### config.mk
export PLATFORM = sky130hd
export DESIGN_NAME = pll_lock_supervisor_flat
export DESIGN_NICKNAME = d
export VERILOG_FILES = /design/src/rtl/pll_lock_supervisor_pkg.sv /design/src/rtl/pll_lock_supervisor_if.sv /design/src/rtl/pll_lock_supervisor_sync_2ff.sv /design/src/rtl/pll_lock_supervisor.sv /design/src/flat_wrapper.sv
export SDC_FILE = /design/constraint.sdc
export NUM_CORES = 1
export LEC_CHECK = 0
export BUFFER_PORTS_ARGS = -buffer_cell sky130_fd_sc_hd__buf_2
export CAP_MARGIN = 20
export CORE_ASPECT_RATIO = 1.4
export CORE_MARGIN = 3
export CORE_UTILIZATION = 44
export CTS_CLUSTER_DIAMETER = 80
export CTS_CLUSTER_SIZE = 25
export DETAILED_ROUTE_END_ITERATION = 16
export GPL_TIMING_DRIVEN = 0
export PLACE_DENSITY = 0.62
export SLEW_MARGIN = 20
export SYNTH_ARGS = -nofsm -noshare
export SYNTH_HDL_FRONTEND = slang
export SYNTH_SLANG_ARGS = --single-unit
### constraint.sdc
create_clock -name clk -period 5.3 [get_ports clk]
set_input_delay 0.795 -clock clk [delete_from_list [all_inputs] [get_ports clk]]
set_output_delay 0.795 -clock clk [all_outputs]
set_load 0.01 [all_outputs]
### src/rtl/pll_lock_supervisor_pkg.sv
// Purpose : shared types and constants for the PLL lock supervisor slice.
// Latency : n/a (declarations only).
// Backpr. : n/a.
package pll_lock_supervisor_pkg;

    // Supervisor sequencing states.
    typedef enum logic [1:0] {
        PLL_RST   = 2'd0,
        WAIT_LOCK = 2'd1,
        STABLE    = 2'd2,
        RUN       = 2'd3
    } state_e;

    localparam int unsigned RELOCK_CNT_W      = 8;
    // Consecutive low synced-lock cycles in RUN before loss is declared
    // when the glitch filter is built in.
    localparam int unsigned GLITCH_FILTER_LEN = 4;

    // Saturating increment for the relock event counter.
    function automatic logic [RELOCK_CNT_W-1:0] sat_inc(input logic [RELOCK_CNT_W-1:0] v);
        return (&v) ? v : v + 1'b1;
    endfunction

endpackage

### src/rtl/pll_lock_supervisor_if.sv
// Purpose : bundles the PLL-facing and system-facing supervisor signals.
// Latency : n/a (wiring only).
// Backpr. : none; all signals are levels or single-cycle pulses.
// Signals : pll_locked_i (async PLL LOCK), force_relock_i (relock request level),
//           pll_rst_o, sys_reset_o, ready_o, lock_lost_o, relock_count_o.
// slave modport = supervisor side, master modport = environment side.
interface pll_lock_supervisor_if;

    logic                                              pll_locked_i;
    logic                                              force_relock_i;
    logic                                              pll_rst_o;
    logic                                              sys_reset_o;
    logic                                              ready_o;
    logic                                              lock_lost_o;
    logic [pll_lock_supervisor_pkg::RELOCK_CNT_W-1:0]  relock_count_o;

    modport slave (
        input  pll_locked_i,
        input  force_relock_i,
        output pll_rst_o,
        output sys_reset_o,
        output ready_o,
        output lock_lost_o,
        output relock_count_o
    );

    modport master (
        output pll_locked_i,
        output force_relock_i,
        input  pll_rst_o,
        input  sys_reset_o,
        input  ready_o,
        input  lock_lost_o,
        input  relock_count_o
    );

endinterface

### src/rtl/pll_lock_supervisor_sync_2ff.sv
// Purpose : 1-bit two-flop synchroniser for asynchronous level inputs.
// Latency : output follows an input change after 2 clk edges.
// Backpr. : none.
// Ports   : clk, reset (async active-high, clears both flops), i_d (async in), o_q (synced out).
module sync_2ff (
    input  logic clk,
    input  logic reset,
    input  logic i_d,
    output logic o_q
);

    logic r_meta;
    logic r_sync;

    always_ff @(posedge clk or posedge reset) begin
        if (reset) begin
            r_meta <= 1'b0;
            r_sync <= 1'b0;
        end else begin
            r_meta <= i_d;
            r_sync <= r_meta;
        end
    end

    assign o_q = r_sync;

endmodule

### src/rtl/pll_lock_supervisor.sv
// Purpose : sequences PLL reset, qualifies lock, retries on timeout, gates system reset.
// Latency : outputs registered from the next state, so they line up with the state register.
// Backpr. : none; force_relock_i is a level sampled every cycle outside PLL_RST.
// Ports   : clk (free-running ref clock), reset (async active-high), bus (slave modport:
//           pll_locked_i, force_relock_i in; pll_rst_o, sys_reset_o, ready_o,
//           lock_lost_o, relock_count_o out).
// Build   : define PLL_LOCK_GLITCH_FILTER_EN to require GLITCH_FILTER_LEN consecutive
//           low synced-lock cycles in RUN before declaring loss.
module pll_lock_supervisor
    import pll_lock_supervisor_pkg::*;
#(
    parameter int unsigned RST_PULSE_CYCLES    = 16,
    parameter int unsigned LOCK_STABLE_CYCLES  = 1024,
    parameter int unsigned LOCK_TIMEOUT_CYCLES = 100000,
    parameter int unsigned CNT_W               = 17
) (
    input  logic                  clk,
    input  logic                  reset,
    pll_lock_supervisor_if.slave  bus
);

    localparam logic [CNT_W-1:0] C_RST_LAST    = CNT_W'(RST_PULSE_CYCLES - 1);
    localparam logic [CNT_W-1:0] C_STABLE_LAST = CNT_W'(LOCK_STABLE_CYCLES - 1);
    localparam logic [CNT_W-1:0] C_TO_LAST     = CNT_W'(LOCK_TIMEOUT_CYCLES - 1);

    logic                    w_locked_s;
    state_e                  r_state;
    state_e                  w_state_nxt;
    logic [CNT_W-1:0]        r_cnt;
    logic [CNT_W-1:0]        w_cnt_nxt;
    logic                    w_loss;
    logic                    w_lost;
    logic                    w_inc;
    logic                    r_pll_rst;
    logic                    r_sys_reset;
    logic                    r_ready;
    logic                    r_lock_lost;
    logic [RELOCK_CNT_W-1:0] r_relock_cnt;

    sync_2ff u_lock_sync (
        .clk   (clk),
        .reset (reset),
        .i_d   (bus.pll_locked_i),
        .o_q   (w_locked_s)
    );

`ifdef PLL_LOCK_GLITCH_FILTER_EN
    // Run length of low synced-lock samples seen while in RUN.
    logic [1:0] r_low_cnt;

    always_ff @(posedge clk or posedge reset) begin
        if (reset) begin
            r_low_cnt <= 2'd0;
        end else if (r_state == RUN && !w_locked_s) begin
            r_low_cnt <= r_low_cnt + 2'd1;
        end else begin
            r_low_cnt <= 2'd0;
        end
    end

    // Loss on the final low sample of the run; earlier lows are tolerated.
    assign w_loss = !w_locked_s && (r_low_cnt == 2'(GLITCH_FILTER_LEN - 1));
`else
    assign w_loss = !w_locked_s;
`endif

    always_comb begin
        w_state_nxt = r_state;
        w_cnt_nxt   = r_cnt + 1'b1;
        w_lost      = 1'b0;
        w_inc       = 1'b0;
        case (r_state)
            PLL_RST: begin
                // force_relock_i deliberately not looked at: the pulse always completes.
                if (r_cnt == C_RST_LAST) begin
                    w_state_nxt = WAIT_LOCK;
                    w_cnt_nxt   = '0;
                end
            end
            WAIT_LOCK: begin
                if (bus.force_relock_i) begin
                    w_state_nxt = PLL_RST;
                    w_cnt_nxt   = '0;
                end else if (w_locked_s) begin
                    w_state_nxt = STABLE;
                    w_cnt_nxt   = '0;
                end else if (r_cnt == C_TO_LAST) begin
                    w_inc       = 1'b1;
                    w_state_nxt = PLL_RST;
                    w_cnt_nxt   = '0;
                end
            end
            STABLE: begin
                if (bus.force_relock_i) begin
                    w_state_nxt = PLL_RST;
                    w_cnt_nxt   = '0;
                end else if (!w_locked_s) begin
                    // A dropout restarts both qualification and the timeout window.
                    w_state_nxt = WAIT_LOCK;
                    w_cnt_nxt   = '0;
                end else if (r_cnt == C_STABLE_LAST) begin
                    w_state_nxt = RUN;
                    w_cnt_nxt   = '0;
                end
            end
            RUN: begin
                w_cnt_nxt = '0;
                // A requested relock masks a coincident loss: no pulse, no count.
                if (bus.force_relock_i) begin
                    w_state_nxt = PLL_RST;
                end else if (w_loss) begin
                    w_lost      = 1'b1;
                    w_inc       = 1'b1;
                    w_state_nxt = PLL_RST;
                end
            end
            default: begin
                w_state_nxt = PLL_RST;
                w_cnt_nxt   = '0;
            end
        endcase
    end

    always_ff @(posedge clk or posedge reset) begin
        if (reset) begin
            r_state      <= PLL_RST;
            r_cnt        <= '0;
            r_pll_rst    <= 1'b1;
            r_sys_reset  <= 1'b1;
            r_ready      <= 1'b0;
            r_lock_lost  <= 1'b0;
            r_relock_cnt <= '0;
        end else begin
            r_state     <= w_state_nxt;
            r_cnt       <= w_cnt_nxt;
            r_pll_rst   <= (w_state_nxt == PLL_RST);
            r_sys_reset <= (w_state_nxt != RUN);
            r_ready     <= (w_state_nxt == RUN);
            r_lock_lost <= w_lost;
            if (w_inc) begin
                r_relock_cnt <= sat_inc(r_relock_cnt);
            end
        end
    end

    assign bus.pll_rst_o      = r_pll_rst;
    assign bus.sys_reset_o    = r_sys_reset;
    assign bus.ready_o        = r_ready;
    assign bus.lock_lost_o    = r_lock_lost;
    assign bus.relock_count_o = r_relock_cnt;

endmodule

### src/flat_wrapper.sv
// flat-port wrapper written by rule: the top's interface ports become plain ports
module pll_lock_supervisor_flat import pll_lock_supervisor_pkg::*;
#(
    parameter int unsigned RST_PULSE_CYCLES    = 16,
    parameter int unsigned LOCK_STABLE_CYCLES  = 1024,
    parameter int unsigned LOCK_TIMEOUT_CYCLES = 100000,
    parameter int unsigned CNT_W               = 17
)
  (clk, reset, bus_pll_locked_i, bus_force_relock_i, bus_pll_rst_o, bus_sys_reset_o, bus_ready_o, bus_lock_lost_o, bus_relock_count_o);
  pll_lock_supervisor_if bus_i ();
  input  logic clk;
  input  logic reset;
  input wire logic [$bits(bus_i.pll_locked_i)-1:0] bus_pll_locked_i;
  input wire logic [$bits(bus_i.force_relock_i)-1:0] bus_force_relock_i;
  output wire logic [$bits(bus_i.pll_rst_o)-1:0] bus_pll_rst_o;
  output wire logic [$bits(bus_i.sys_reset_o)-1:0] bus_sys_reset_o;
  output wire logic [$bits(bus_i.ready_o)-1:0] bus_ready_o;
  output wire logic [$bits(bus_i.lock_lost_o)-1:0] bus_lock_lost_o;
  output wire logic [$bits(bus_i.relock_count_o)-1:0] bus_relock_count_o;
  assign bus_i.pll_locked_i = bus_pll_locked_i;
  assign bus_i.force_relock_i = bus_force_relock_i;
  assign bus_pll_rst_o = bus_i.pll_rst_o;
  assign bus_sys_reset_o = bus_i.sys_reset_o;
  assign bus_ready_o = bus_i.ready_o;
  assign bus_lock_lost_o = bus_i.lock_lost_o;
  assign bus_relock_count_o = bus_i.relock_count_o;
  pll_lock_supervisor #(.RST_PULSE_CYCLES(RST_PULSE_CYCLES), .LOCK_STABLE_CYCLES(LOCK_STABLE_CYCLES), .LOCK_TIMEOUT_CYCLES(LOCK_TIMEOUT_CYCLES), .CNT_W(CNT_W)) u_core (.clk(clk), .reset(reset), .bus(bus_i));
endmodule
* Word-level counts from Yosys, hierarchy flattened *
Cells that the tools add are included.

cells by class
  mux-type cells = 25
  reduce and logical (&&, ||, !) cells = 4
  $add $sub $neg = 2
  bitwise operators = 1
  equal/unequal tests = 8

operator list
  cell                     number
  $mux W17                 7
  $pmux W17 S4             1
  $mux W2                  9
  $add A17 B1 Y17 const B  1
  $eq A17 B10 Y1 const B   1
  $eq A17 B17 Y1 const B   1
  $eq A17 B4 Y1 const B    1
  $add A8 B1 Y8 const B    1
  $pmux W2 S4              1
  $reduce_and A8 Y1        1
  $eq A2 B2 Y1 const B     3
  $mux W1                  6
  $logic_not A2 Y1         2
  $eq A2 B1 Y1 const B     1
  $ne A2 B2 Y1 const B     1
  $pmux W1 S2              1
  $reduce_and A2 Y1        1
  $not A1 Y1               1

storage, ports and cells
  input bits = 4
  logic and storage cells = 49
  output and inout bits = 12
  register bits after elaboration = 33

* Longest topological paths before layout *
  word-level depth = 6
  gate-level depth with buffers = 9
  mapped depth without buffers = 6

* Hierarchy *
Synthesis repeated with hierarchy kept, for this count alone.

unflattened totals
  cell total of the unflattened synthesis = 143
  area, all modules = 1536.5 µm²

modules (own cells, without submodules)
  module               sequential area each (µm²)  area an instance (µm²)  instances  cells an instance
  pll_lock_supervisor  778.2                       1482.7                  1          140
  sync_2ff             50.0                        53.8                    1          3

* Least setup slack after synthesis *
OpenSTA, ideal clock, no wires.

  kind = input-to-reg
  start = in bus_force_relock_i
  end = reg u_core.r_relock_cnt[1] (netlist: u_core.bus.relock_count_o[1])
  setup time = 0.125 ns
  data arrival time = 1.813 ns
  cell stages on the path = 4
  buffers on the path = 0
  path slack = 3.363 ns
  required time = 5.175 ns
  cell sequence = nor3b_2 > o21ai_0 > nor3_4 > mux2_2

between the ends
  cells in the longest elaborated chain, start to end = 3
  elaborated cells on any way between the ends = 4
  classes of those cells = mux (3); reduce/logical (1)

RTL lines
  what                                  RTL line                                               RTL
  start, declared                       flat_wrapper.sv:14                                     input wire logic [$bits(bus_i.force_relock_i)-1:0] bus_force_relock_i;
  $mux W1 (on tied branches)            pll_lock_supervisor.sv:109, pll_lock_supervisor.sv:81
  $pmux W1 S2 *                         pll_lock_supervisor.sv:72                              case (r_state)
  $reduce_and A2 Y1 (no source line) *  n/a
  end signal, assigned                  pll_lock_supervisor.sv:141                             r_relock_cnt <= sat_inc(r_relock_cnt);
  end, declared                         pll_lock_supervisor.sv:38                              logic [RELOCK_CNT_W-1:0] r_relock_cnt;

Mark *: on every way between the ends. The rest lies on a longest branch, timed or not.
A chain may end at the register's enable or synchronous reset.

* Worst setup path after layout *
  start = reg u_core.r_cnt[11]
  end = reg u_core.r_cnt[8]

between the ends
  cells in the longest elaborated chain, start to end = 5
  elaborated cells on any way between the ends = 11
  classes of those cells = eq/ne (3); mux (8)

RTL lines
  what                                              RTL line                                               RTL
  start, declared                                   pll_lock_supervisor.sv:29                              logic [CNT_W-1:0] r_cnt;
  start signal, assigned                            pll_lock_supervisor.sv:135                             r_cnt <= w_cnt_nxt;
  $eq A17 B10 Y1 or $eq A17 B17 Y1 (tied branches)  pll_lock_supervisor.sv:101, pll_lock_supervisor.sv:87
  $mux W17 (on tied branches)                       pll_lock_supervisor.sv:101, pll_lock_supervisor.sv:87
  $mux W17 (on tied branches)                       pll_lock_supervisor.sv:97, pll_lock_supervisor.sv:84
  $mux W17 (on tied branches)                       pll_lock_supervisor.sv:94, pll_lock_supervisor.sv:81
  $pmux W17 S4 *                                    pll_lock_supervisor.sv:72
  net u_core.w_cnt_nxt[8]                           pll_lock_supervisor.sv:30                              logic [CNT_W-1:0] w_cnt_nxt;

Mark *: on every way through the listed nets, which the timed path passes. The rest lies on a longest branch.

==> reports/qor.yml <==
cells_and_area:
  nets: 179
  fin_util: 0.526
  final_cell_mix: "dfrtp_1 (31), nor2_1 (21), buf_2 (15), xnor2_1 (12), nand2_1 (11)"
  area_growth_pct: 12.9
  final_cell_area_mm2: 0.00179
  final_common_cell: "dfrtp_1"
  fill_cells: 315
  fin_cells: 214
  diodes: 0
  final_layout_size_suffix_gt1_frac: 0.184
clocking:
  htreeDepth: 2
  hold_buffers: 0
  cts_tree: "built"
  cts_setup_buffers: 0
  cts-root-buf: "clkbuf_8"
  clk_path_buf_depth: 2
  clock_latency_ns: 0.28
  clk_pin_slew_worst_paths_ns: 0.06
  clock-sinks: 33
  ctsResizeCount: 0
  cts_buffers: 5
critical_path:
  crit_fanout: 10
  critPathTopFamily: "simple AND/OR/NAND/NOR gates"
  crit_chain: "nor4_2, nand2_1, o21ai_0, and3_1, buf_6, buf_6, nor2_1"
  cp_num_buf_inv: 2
  critPathSlowestCell: "dfrtp_1"
  crit_required_ns: 5.47
  arrival_ns: 2.18
  worstSetupPathType: "reg2reg"
  start_kind: "flip-flop"
  critPathMaxStageDelay_ns: 0.44
  r2r_slack_ns: 3.29
  cp-end-kind: "flip-flop"
  path_common_cell: "buf_6"
synth:
  syn_inst: 151
  avgSynthCellArea_um2: 10.5
  synth-seq-cells: 33
  synth_cell_types: 35
  yosysSeqAreaShare: 0.522
  syn-num-nets: 157
  syn-cell-area_mm2: 0.00159
  ys.warnings.count: 0
route:
  drc: 0
  routed_wl_mm: 2.93
  via_per_inst: 5.28
  wire_per_inst_um: 13.7
  drt_iter0_markers: 11
  met2RoutedLength_mm: 1.47
  dr.pass1.iters: 4
  ant_nets: 0
  num_vias: 1130
  wl_met1_mm: 1.31
  met3_length_um: 86
  routed.top_layer: "met4"
grt:
  grt_pass1_vias: 1138
  grt_overflow_total: 0
  antenna_found_initial: 0
  grt_first_pass_wirelength_mm: 5.14
  grt_max_degree: 34
  globalRouteTotalUtil: 0.149
job:
  drv_cap: 0
pwr:
  p_leak_nw: 0.830
  power_per_cell_area_mw_per_mm2: 338
  peakVddDrop_v: 0.000192
  power.total_mw: 0.606
sta:
  slew_headroom: 0.548
  hold_viol_final: 0
  setup_viol: 0
  fin_hold_ws_ns: 0.354
  fin_crit_sh: 0.379
  final-max-slew-violation-count: 0
  clock_skew_ns: 0.00593
  worstMarginPinSlew_ns: 0.676
  layout_setup_ws_ns: 3.29
  fin_tns_setup_ns: 0
  fmax_ghz: 0.498
  rsz0062_at_grt: "no"
  period_needed_ns: 2.01
floorplan:
  start_util: 0.465
  placement_rows: 25
  boundaryPins: 16
  dieArea_mm2: 0.00437
  die_y_um: 77.1
  core-area_mm2: 0.00341
  die_w_um: 56.8
placement:
  placed_cells: 206
  gp_congestion: 0.755
  portBuffers: 15
  placed_area_mm2: 0.00171
  pre_cts_slack_ns: 3.05
  hpwl_mm: 2.07
status:
  outcome: "finished, final reports clean"
worst_hold_path:
  hold_class: "reg2reg"
flip-flops by register name, summed over array words and instances (netlist names):
signal and flops:
u_core.r_state 2, u_core.u_lock_sync.r_meta 1, u_core.bus.pll_rst_o 1, u_core.bus.lock_lost_o 1, u_core.u_lock_sync.o_q 1, u_core.bus.ready_o 1, u_core.bus.sys_reset_o 1, u_core.r_cnt 17
u_core.bus.relock_count_o 8
cell usage after synthesis:
master    count  area share
a21oi_1       1      0.0032
nand3_1       6       0.019
nor3b_1       2      0.0095
buf_4         1      0.0047
nand2b_1      1      0.0039
nor3_1        3      0.0095
a31o_2        1      0.0055
nand3b_1      1      0.0047
nor4b_1       1      0.0055
and3_1        5       0.020
dfrtp_1      31        0.49
o21ai_0       5       0.016
o311ai_0      1      0.0055
dfstp_2       2       0.033
nor3b_2       1      0.0079
nand4_1       9       0.035
nor4_2        1      0.0079
buf_6         2       0.014
a31oi_1       2      0.0079
or2_2         1      0.0039
a21boi_0      2      0.0095
xor2_1       10       0.055
and2_1        3       0.012
clkbuf_1      1      0.0024
xnor2_1      12       0.066
and4_1        3       0.017
nor2_1       21       0.050
inv_1         3      0.0071
nor4_1        2      0.0079
ha_1          2       0.016
mux2_2        1      0.0071
o211ai_1      1      0.0047
nor2b_1       1      0.0039
nand2_1      11       0.026
nor3_4        1       0.010
worst reg2reg max path: stages, from the launching register on:
cell     delay [ns]
dfrtp_1        0.44
nor4_2         0.40
nand2_1        0.16
o21ai_0        0.32
and3_1         0.22
buf_6          0.14
buf_6          0.15
nor2_1         0.06
logic make-up (layout without fill, tap and decap cells):
| family | Yosys count | in the layout | share of synthesized area |
|---|---|---|---|
| compound gates | 13 | 13 | 0.0520 |
| xor+xnor | 22 | 22 | 0.121 |
| buf+inv | 7 | 30 | 0.0284 |
| flops | 33 | 33 | 0.522 |
| mux | 1 | 1 | 0.00710 |
| simple gates | 73 | 73 | 0.253 |
| fa+ha+maj | 2 | 2 | 0.0158 |
final timing paths:
| path | start | to | cells after the start |
|---|---|---|---|
| setup / recovery | u_core.r_cnt[11] | u_core.r_cnt[8] | 7 |
| hold / removal | u_core.u_lock_sync.r_meta | u_core.u_lock_sync.o_q | 0 |
| setup reg to reg | u_core.r_cnt[11] | u_core.r_cnt[8] | 7 |
| max in group asynchronous | reset | u_core.r_cnt[12] | 2 |
| min in group asynchronous | reset | u_core.bus.relock_count_o[5] | 2 |
| hold reg to reg | u_core.u_lock_sync.r_meta | u_core.u_lock_sync.o_q | 0 |
metal layers:
layer  GRT usage  vias up
li1            -      563
met1       0.175      546
met2       0.250       14
met3      0.0320        7
met4      0.0766        0
met5           0        -
power breakdown:
group          switching [mW]  internal (mW)  total (mW)
sequential             0.0258          0.279       0.305
combinational          0.0689         0.0555       0.124
clock                  0.0834         0.0931       0.177
cell type report:
| type | instances | area [µm²] | area share |
|---|---|---|---|
| Sequential cell | 33 | 828 | 0.462 |
| Timing Repair Buffer | 15 | 75.1 | 0.0419 |
| Buffer | 4 | 33.8 | 0.0189 |
| Multi-Input combinational cell | 111 | 713 | 0.398 |
| Tap cell | 40 | 50.0 | 0.0279 |
| Inverter | 3 | 11.3 | 0.00628 |
| Clock buffer | 8 | 80.1 | 0.0447 |
No activity file was read; power rests on OpenSTA's default activity.
